$ cat config.mk
export PLATFORM = sky130hd
export DESIGN_NAME = uart_tx_scheduler
export DESIGN_NICKNAME = d
export VERILOG_FILES = /design/src/rtl/uart_tx_scheduler_pkg.sv /design/src/rtl/uart_tx_scheduler_arb.sv /design/src/rtl/uart_tx_scheduler.sv
export SDC_FILE = /design/constraint.sdc
export NUM_CORES = 1
export LEC_CHECK = 0
export ABC_CLOCK_PERIOD_IN_PS = 5800
export BUFFER_PORTS_ARGS = -buffer_cell sky130_fd_sc_hd__buf_2
export CAP_MARGIN = 25
export CORE_MARGIN = 10
export CORE_UTILIZATION = 55
export CTS_CLUSTER_DIAMETER = 50
export DETAILED_ROUTE_END_ITERATION = 10
export PLACE_DENSITY = 0.85
export SKIP_LAST_GASP = 1
export SLEW_MARGIN = 5
export SYNTH_ARGS = -nofsm -noshare
export SYNTH_HDL_FRONTEND = slang
export SYNTH_SLANG_ARGS = --single-unit
$ cat constraint.sdc
create_clock -name clk -period 5.8 [get_ports clk]
set_input_delay 0.29 -clock clk [delete_from_list [all_inputs] [get_ports clk]]
set_output_delay 0.29 -clock clk [all_outputs]
set_load 0.005 [all_outputs]
$ cat src/rtl/uart_tx_scheduler_pkg.sv
// Shared types and defaults for the UART transmit scheduler.
// Holds the scheduler FSM encoding and default sizing.
package uart_tx_scheduler_pkg;

  localparam int unsigned NREQ_DEF = 4;
  localparam int unsigned DIVW_DEF = 16;

  typedef enum logic [1:0] {
    ST_IDLE   = 2'd0,
    ST_LOAD   = 2'd1,
    ST_SETTLE = 2'd2,
    ST_BUSY   = 2'd3
  } sched_state_e;

endpackage

$ cat src/rtl/uart_tx_scheduler_arb.sv
// Round-robin arbiter: one-hot winner among req & mask,
// searching from the requester after ptr.
module uart_rr_arb_m
  import uart_tx_scheduler_pkg::*;
#(
  parameter  int unsigned N  = NREQ_DEF,
  localparam int unsigned PW = $clog2(N)
) (
  input  logic [N-1:0]  req,
  input  logic [N-1:0]  mask,
  input  logic [PW-1:0] ptr,
  output logic [N-1:0]  gnt
);

  logic [N-1:0] elig;
  logic [PW:0]  idx;
  logic         found;

  always_comb begin
    gnt   = '0;
    found = 1'b0;
    idx   = '0;
    elig  = req & mask;
    for (int k = 1; k <= N; k++) begin
      idx = {1'b0, ptr} + (PW+1)'(k);
      if (idx >= (PW+1)'(N)) begin
        idx = idx - (PW+1)'(N);
      end
      if (!found && elig[idx[PW-1:0]]) begin
        gnt[idx[PW-1:0]] = 1'b1;
        found            = 1'b1;
      end
    end
  end

endmodule

$ cat src/rtl/uart_tx_scheduler.sv
// Shares one UART transmitter among NREQ byte sources, with
// round-robin arbitration, packet locking and a bit-tick divider.
module uart_tx_scheduler
  import uart_tx_scheduler_pkg::*;
#(
  parameter  int unsigned NREQ = NREQ_DEF,
  parameter  int unsigned DIVW = DIVW_DEF,
  localparam int unsigned PW   = $clog2(NREQ)
) (
  input  logic              clk,
  input  logic              rst_n,
  input  logic              en,
  input  logic [DIVW-1:0]   div,
  input  logic [NREQ-1:0]   req_valid,
  input  logic [NREQ-1:0]   req_last,
  input  logic [8*NREQ-1:0] req_data,
  output logic [NREQ-1:0]   req_ready,
  input  logic              txbusy,
  output logic              bitxce,
  output logic              load,
  output logic [7:0]        d,
  output logic [NREQ-1:0]   grant,
  output logic              locked
);

  sched_state_e    state_q, state_d;
  logic [DIVW-1:0] cnt_q, cnt_d;
  logic            bitxce_q, bitxce_d;
  logic            load_q, load_d;
  logic            locked_q, locked_d;
  logic [7:0]      d_q, d_d;
  logic [NREQ-1:0] grant_q, grant_d;
  logic [PW-1:0]   ptr_q, ptr_d;

  logic [NREQ-1:0] mask, win;
  logic [PW-1:0]   win_idx;
  logic [7:0]      win_data;
  logic            win_last;
  logic            accept;

  // While a packet is open only its owner may win.
  assign mask = locked_q ? grant_q : {NREQ{1'b1}};

  uart_rr_arb_m #(.N(NREQ)) u_arb (
    .req  (req_valid),
    .mask (mask),
    .ptr  (ptr_q),
    .gnt  (win)
  );

  always_comb begin
    win_idx  = '0;
    win_data = '0;
    win_last = 1'b0;
    for (int i = 0; i < NREQ; i++) begin
      if (win[i]) begin
        win_idx  = PW'(i);
        win_data = req_data[8*i +: 8];
        win_last = req_last[i];
      end
    end
  end

  assign accept = rst_n && (state_q == ST_IDLE) && en
               && !txbusy && (|win);

  assign req_ready = win & {NREQ{accept}};

  always_comb begin
    cnt_d    = cnt_q - 1'b1;
    bitxce_d = 1'b0;
    if (cnt_q == '0) begin
      cnt_d    = div;
      bitxce_d = 1'b1;
    end
  end

  always_comb begin
    state_d  = state_q;
    load_d   = 1'b0;
    d_d      = d_q;
    grant_d  = grant_q;
    locked_d = locked_q;
    ptr_d    = ptr_q;
    unique case (state_q)
      ST_IDLE: begin
        if (accept) begin
          state_d  = ST_LOAD;
          load_d   = 1'b1;
          d_d      = win_data;
          grant_d  = win;
          locked_d = !win_last;
          ptr_d    = win_idx;
        end
      end
      ST_LOAD:   state_d = ST_SETTLE;
      ST_SETTLE: state_d = ST_BUSY;
      ST_BUSY: begin
        if (!txbusy) begin
          state_d = ST_IDLE;
          if (!locked_q) begin
            grant_d = '0;
          end
        end
      end
      default: state_d = ST_IDLE;
    endcase
  end

  always_ff @(posedge clk or negedge rst_n) begin
    if (!rst_n) begin
      state_q  <= ST_IDLE;
      cnt_q    <= '0;
      bitxce_q <= 1'b0;
      load_q   <= 1'b0;
      d_q      <= '0;
      grant_q  <= '0;
      locked_q <= 1'b0;
      ptr_q    <= PW'(NREQ - 1);
    end else begin
      state_q  <= state_d;
      cnt_q    <= cnt_d;
      bitxce_q <= bitxce_d;
      load_q   <= load_d;
      d_q      <= d_d;
      grant_q  <= grant_d;
      locked_q <= locked_d;
      ptr_q    <= ptr_d;
    end
  end

  assign bitxce = bitxce_q;
  assign load   = load_q;
  assign d      = d_q;
  assign grant  = grant_q;
  assign locked = locked_q;

endmodule

Word level (Yosys, flattened, before mapping) --
Index checks and enable logic that the tools add are counted.
Storage, ports and cells: word-level logic and storage cells 113, output and inout bits 19, input port bits 60, bits in registers 35
Operators by class: mux-type cells 50, bitwise gates (word level) 5, magnitude comparators 12, add/sub/neg operators 9, reductions and logical operators 23, equal/unequal tests 6
Operators by type and width (number):
- $mux 4 | 8
- $mux 8 | 4
- $mux 1 | 19
- $logic_not 16->1 | 1
- $mux 16 | 1
- $mux 2 | 8
- $sub 16x1->16 const B | 1
- $ge 3x3->1 const B | 4
- $lt 2x3->1 const B | 4
- $or 4x4->4 | 3
- $logic_and 1x1->1 | 11
- $and 4x4->4 | 2
- $bmux 1 s2 | 4
- $demux 1 s2 | 4
- $ge 2x1->1 const B | 4
- $pmux 2 s4 | 1
- $pmux 4 s2 | 1
- $sub 2x1->2 const B | 4
- $add 2x2->3 const B | 2
- $ne 2x2->1 const B | 3
- $logic_not 1->1 | 5
- $eq 2x2->1 const B | 2
- $reduce_and 2->1 | 2
- $reduce_and 4->1 | 1
- other kinds (6) | 6

Longest topological paths before layout --
word-level depth 20, mapped depth 12, gate-level depth less buffers 10

Hierarchy --
From an unflattened synthesis, not the netlist that was laid out.
Second synthesis, totals: cells, all modules 248, area total of the unflattened synthesis 2449.8 um^2
Modules (own cells, without submodules):
- uart_tx_scheduler | cells each 198, times used 1, sequential area each 878.3 um^2, area an instance 2052.0 um^2
- uart_rr_arb_m | cells each 50, times used 1, sequential area each 0.0 um^2, area an instance 397.9 um^2

Least setup slack after synthesis --
OpenSTA, ideal clock, no wires.
path kind register -> register, start register ptr_q[0], end register state_q[1], library setup time 128 ps, path slack 2954 ps, cell stages (with the launch flop) 12, path buffers 1, arrival 2718 ps, required time 5672 ps, clock period less this slack 2846 ps, cells stage by stage dfstp_2 > buf_6 > inv_1 > ha_1 > inv_1 > o221ai_2 > or2_1 > a2bb2oi_4 > a221oi_2 > a41oi_4 > a2bb2oi_2 > mux2_1
On the way: word-level cells in the longest chain between the ends 19, elaborated cells between the ends (all ways) 64, those cells by class 8 x add/sub; 12 x order compare; 1 x eq/ne; 27 x mux; 3 x bitwise; 13 x reduce/logical
Ends and longest elaborated chain:
- start, declared | RTL line uart_tx_scheduler.sv:33 | logic [PW-1:0] ptr_q, ptr_d;
- start signal, assigned | RTL line uart_tx_scheduler.sv:119 | ptr_q <= PW'(NREQ - 1);
- start signal, assigned | RTL line uart_tx_scheduler.sv:128 | ptr_q <= ptr_d;
- parallel branches: the longest is 14 deep, another holds $add 2x1->3
- $mux 4 * | RTL line uart_tx_scheduler_arb.sv:29 | if (!found && elig[idx[PW-1:0]]) begin
- $reduce_or 4->1 * | RTL line uart_tx_scheduler.sv:65 | && !txbusy && (|win);
- $logic_and 1x1->1 * | RTL line uart_tx_scheduler.sv:65
- $ne 2x2->1 (no line) *
- $reduce_and 2->1 (no line) *
- end signal, assigned | RTL line uart_tx_scheduler.sv:121 | state_q <= state_d;
- end, declared | RTL line uart_tx_scheduler.sv:26 | sched_state_e state_q, state_d;
Every way passes the cells marked *. The select of a mux whose other input is x is not followed. A chain may end at the register's enable or synchronous reset.

Worst setup path in the final report --
Ends and elaborated chain as after synthesis.

==> reports/qor.txt <==
Post-CTS setup buffer count: 0
GRT Total Usage: 16.67%
Core Util, Final: 67.39%
Post-synth EDFFs: 0
Sequential share of power: 50.2%
Clk buf depth: 2
Routed WL: 6.324 mm
Vias: 2212
Shortest period the worst path allows: 3.822 ns
I/O Buffers: 78
Cells after Synth: 268
Initial Util: 56.44%
Top cell type's share of synthesized area: 33.60%
CP Class: register to register
Vias in the first global route: 2339
Routed len/inst: 16.05 um
Register area: 878.3 sq um
Largest net degree at the start of global routing: 37
Clk slew on worst S/H paths: 0.07 ns
Hold/Removal Path Class: primary input to async pin
Hold_buf cts: 0
NetSw: 0.0001353 W
DP HPWL: 4.997 mm
Seq cells post-synth: 35
RSZ-0062 raised after global routing: false
Net Sw Frac: 26.32%
Fin crit share: 65.90%
Fin area: 2934 sq um
Max frequency: 261.6 MHz
Yosys Warn Count: 0
Area after DPL: 2853 sq um
Max-cap violation count: 0
Clock Tree Root: clkbuf_8
CP arrival: 3.99 ns
Comb pwr share: 17.3%
Int Pwr: 0.0003789 W
DR iter-0 viols: 111
DRC violation count after routing: 0
Slew headroom: 38.28%
Fin Clk Skew: 0.007608 ns
Share of cells above drive strength 1: 30.12%
Synth top area cells: dfrtp_1, ha_1, nand2_1, nor2_1, a311o_1
Initial antenna violation count: 0
Synth Area per Inst: 9.169 sq um
CP endpoint kind: register
Area of the multi-input gates: 1478 sq um
Status: complete, no violations
Setup violations, final: 0
First-pass iteration count of the detailed router: 4
Slew Viols, Final: 0
Pleak: 1.247 nW
Final Hold Viols: 0
Required @ worst endpoint: 5.96 ns
Row count: 24
Area of the die: 7541 sq um
CTS tree: done
Worst-Margin Slew: 0.9258 ns
# IOs: 79
Setup ws final: 1.978 ns
Fillers: 361
Clock sinks: 35
Post-place setup slack: 2.031 ns
Ant. Diodes: 0
Library cells used by synthesis: 52
Vias per Instance: 5.614
Overflow after GRT: 0
Htree depth: 2
Die width: 86.84 um
First-pass GRT wire length: 10.45 mm
Register area share after synthesis: 35.74%
CP startpoint kind: register
Fin nets: 415
Core area: 4354 sq um
Mapped Area: 2457 sq um
Num CTS Buffers: 5
Clock Latency Late Sink: 0.29 ns
Yosys top cell by area: dfrtp_1
Power per Cell Area: 175.3 nW/um^2
Post-synth top flop: dfrtp_1
Final GP Congestion: 0.8105
Crit Path Max Fanout: 26
PostCTS Resize Cnt: 0
Async SR Flop Fraction: 100.0%
Post-Syn Nets: 342
Setup TNS: 0 ns
Synth-to-Final Area Change: 19.40%
Chip height: 86.84 um
Final ANT Viol Nets: 0
Clk pwr share: 32.6%
Maximum VDD drop: 0.1541 mV
## state kept, by name, indices dropped and copies added (netlist names)
signal,cells
cnt_q,16
d,8
grant,4
ptr_q,2
state_q,2
bitxce,1
load,1
locked,1
## path summary, 6_finish.rpt
check	from	to	slack, ns	depth (start not counted)
setup / recovery	ptr_q[0]	state_q[1]	1.98	9
hold / removal	rst_n	cnt_q[15]	0.08	1
hold reg to reg	cnt_q[0]	cnt_q[0]	0.51	1
setup reg to reg	ptr_q[0]	state_q[1]	1.98	9
min in group clk	div[14]	cnt_q[14]	0.21	3
max in group asynchronous	rst_n	cnt_q[3]	5.21	1
## power by group through the flow
| stage | Combinational [W] | Clock, W | Sequential, W |
|---|---|---|---|
| after floorplan | 0.0000549 | 0 | 0.000261 |
| after global placement | 0.0000875 | 0 | 0.000262 |
| after detailed placement | 0.0000899 | 0 | 0.000263 |
| after CTS | 0.0000900 | 0.000172 | 0.000258 |
| after global routing | 0.000105 | 0.000186 | 0.000258 |
| final | 0.0000887 | 0.000167 | 0.000258 |
## cells by family after synthesis
kind of cell,count (synthesis),share of synthesized area (%)
and+or+nand+nor,113,21.84
AOI/OAI and AO/OA,69,25.46
DFF,35,35.74
buffers and inverters,22,4.328
adders and majority gates,14,7.128
xor gates and xnor gates,13,4.633
muxes,2,0.8656
## critical path: stages, from the launching register on
cell and delay (ns):
dfstp_2 0.70, inv_1 0.15, ha_1 0.34, o221ai_1 0.18, and2_4 0.22, a22o_1 0.25, a221oi_4 0.71, a41oi_4 0.55
a2bb2oi_2 0.29, mux2_1 0.31
## synthesized netlist by cell type (all sizes together) (2+ instances only)
library cell	instances
a221o	3
nand2b	6
and2	2
a21oi	4
ha	14
a31oi	9
a21o	2
dfstp	2
nor4	2
o221ai	2
nand2	41
and2b	2
a2bb2oi	2
a311o	8
nor2	28
clkbuf	5
nor2b	7
inv	9
buf	8
nand3	12
dfrtp	33
xnor2	9
nor3	6
xor2	4
o21ai	16
o22ai	4
a221oi	5
a22o	7
## stage by stage
stage                     hold slack [ns]  total power, W  cells
after floorplan                 -0.005591       0.0003160    268
after global placement             0.4052       0.0003494    386
after detailed placement           0.4209       0.0003526    386
after CTS                          0.1061       0.0005203    394
after global routing               0.1352       0.0005493    394
final                             0.07915       0.0005142    394
## layer usage
metal,part of all wire [%],GRT usage (%),up-vias
li1,-,-,1104
met1,39,18.05,1036
met2,52,29.05,64
met3,7.2,5.629,8
met4,1.4,6.480,0
met5,0,0,-
## layout by cell type, fill, tap and decap left out, types with 6 or more instances in the layout
| cell type | synthesis | layout |
|---|---|---|
| xnor2_1 | 9 | 9 |
| inv_1 | 9 | 9 |
| nor2b_1 | 6 | 6 |
| nand2b_1 | 6 | 6 |
| o21ai_0 | 15 | 15 |
| dfrtp_1 | 33 | 33 |
| ha_1 | 14 | 14 |
| a311o_1 | 8 | 8 |
| nor2_1 | 28 | 28 |
| buf_2 | 4 | 78 |
| nand2_1 | 41 | 41 |
| a22o_1 | 7 | 7 |
| nand3_1 | 12 | 12 |
| a31oi_1 | 9 | 9 |
## final cells by class
class	count	share of cell area [%]
multi-input cells	211	50.36
flip-flops and latches	35	29.94
repair buffers	79	13.56
clock buffers	7	2.601
well taps	52	2.217
inverters	9	1.151
clock inverters	1	0.1706
Note: power is estimated with default switching activity, not from simulation.
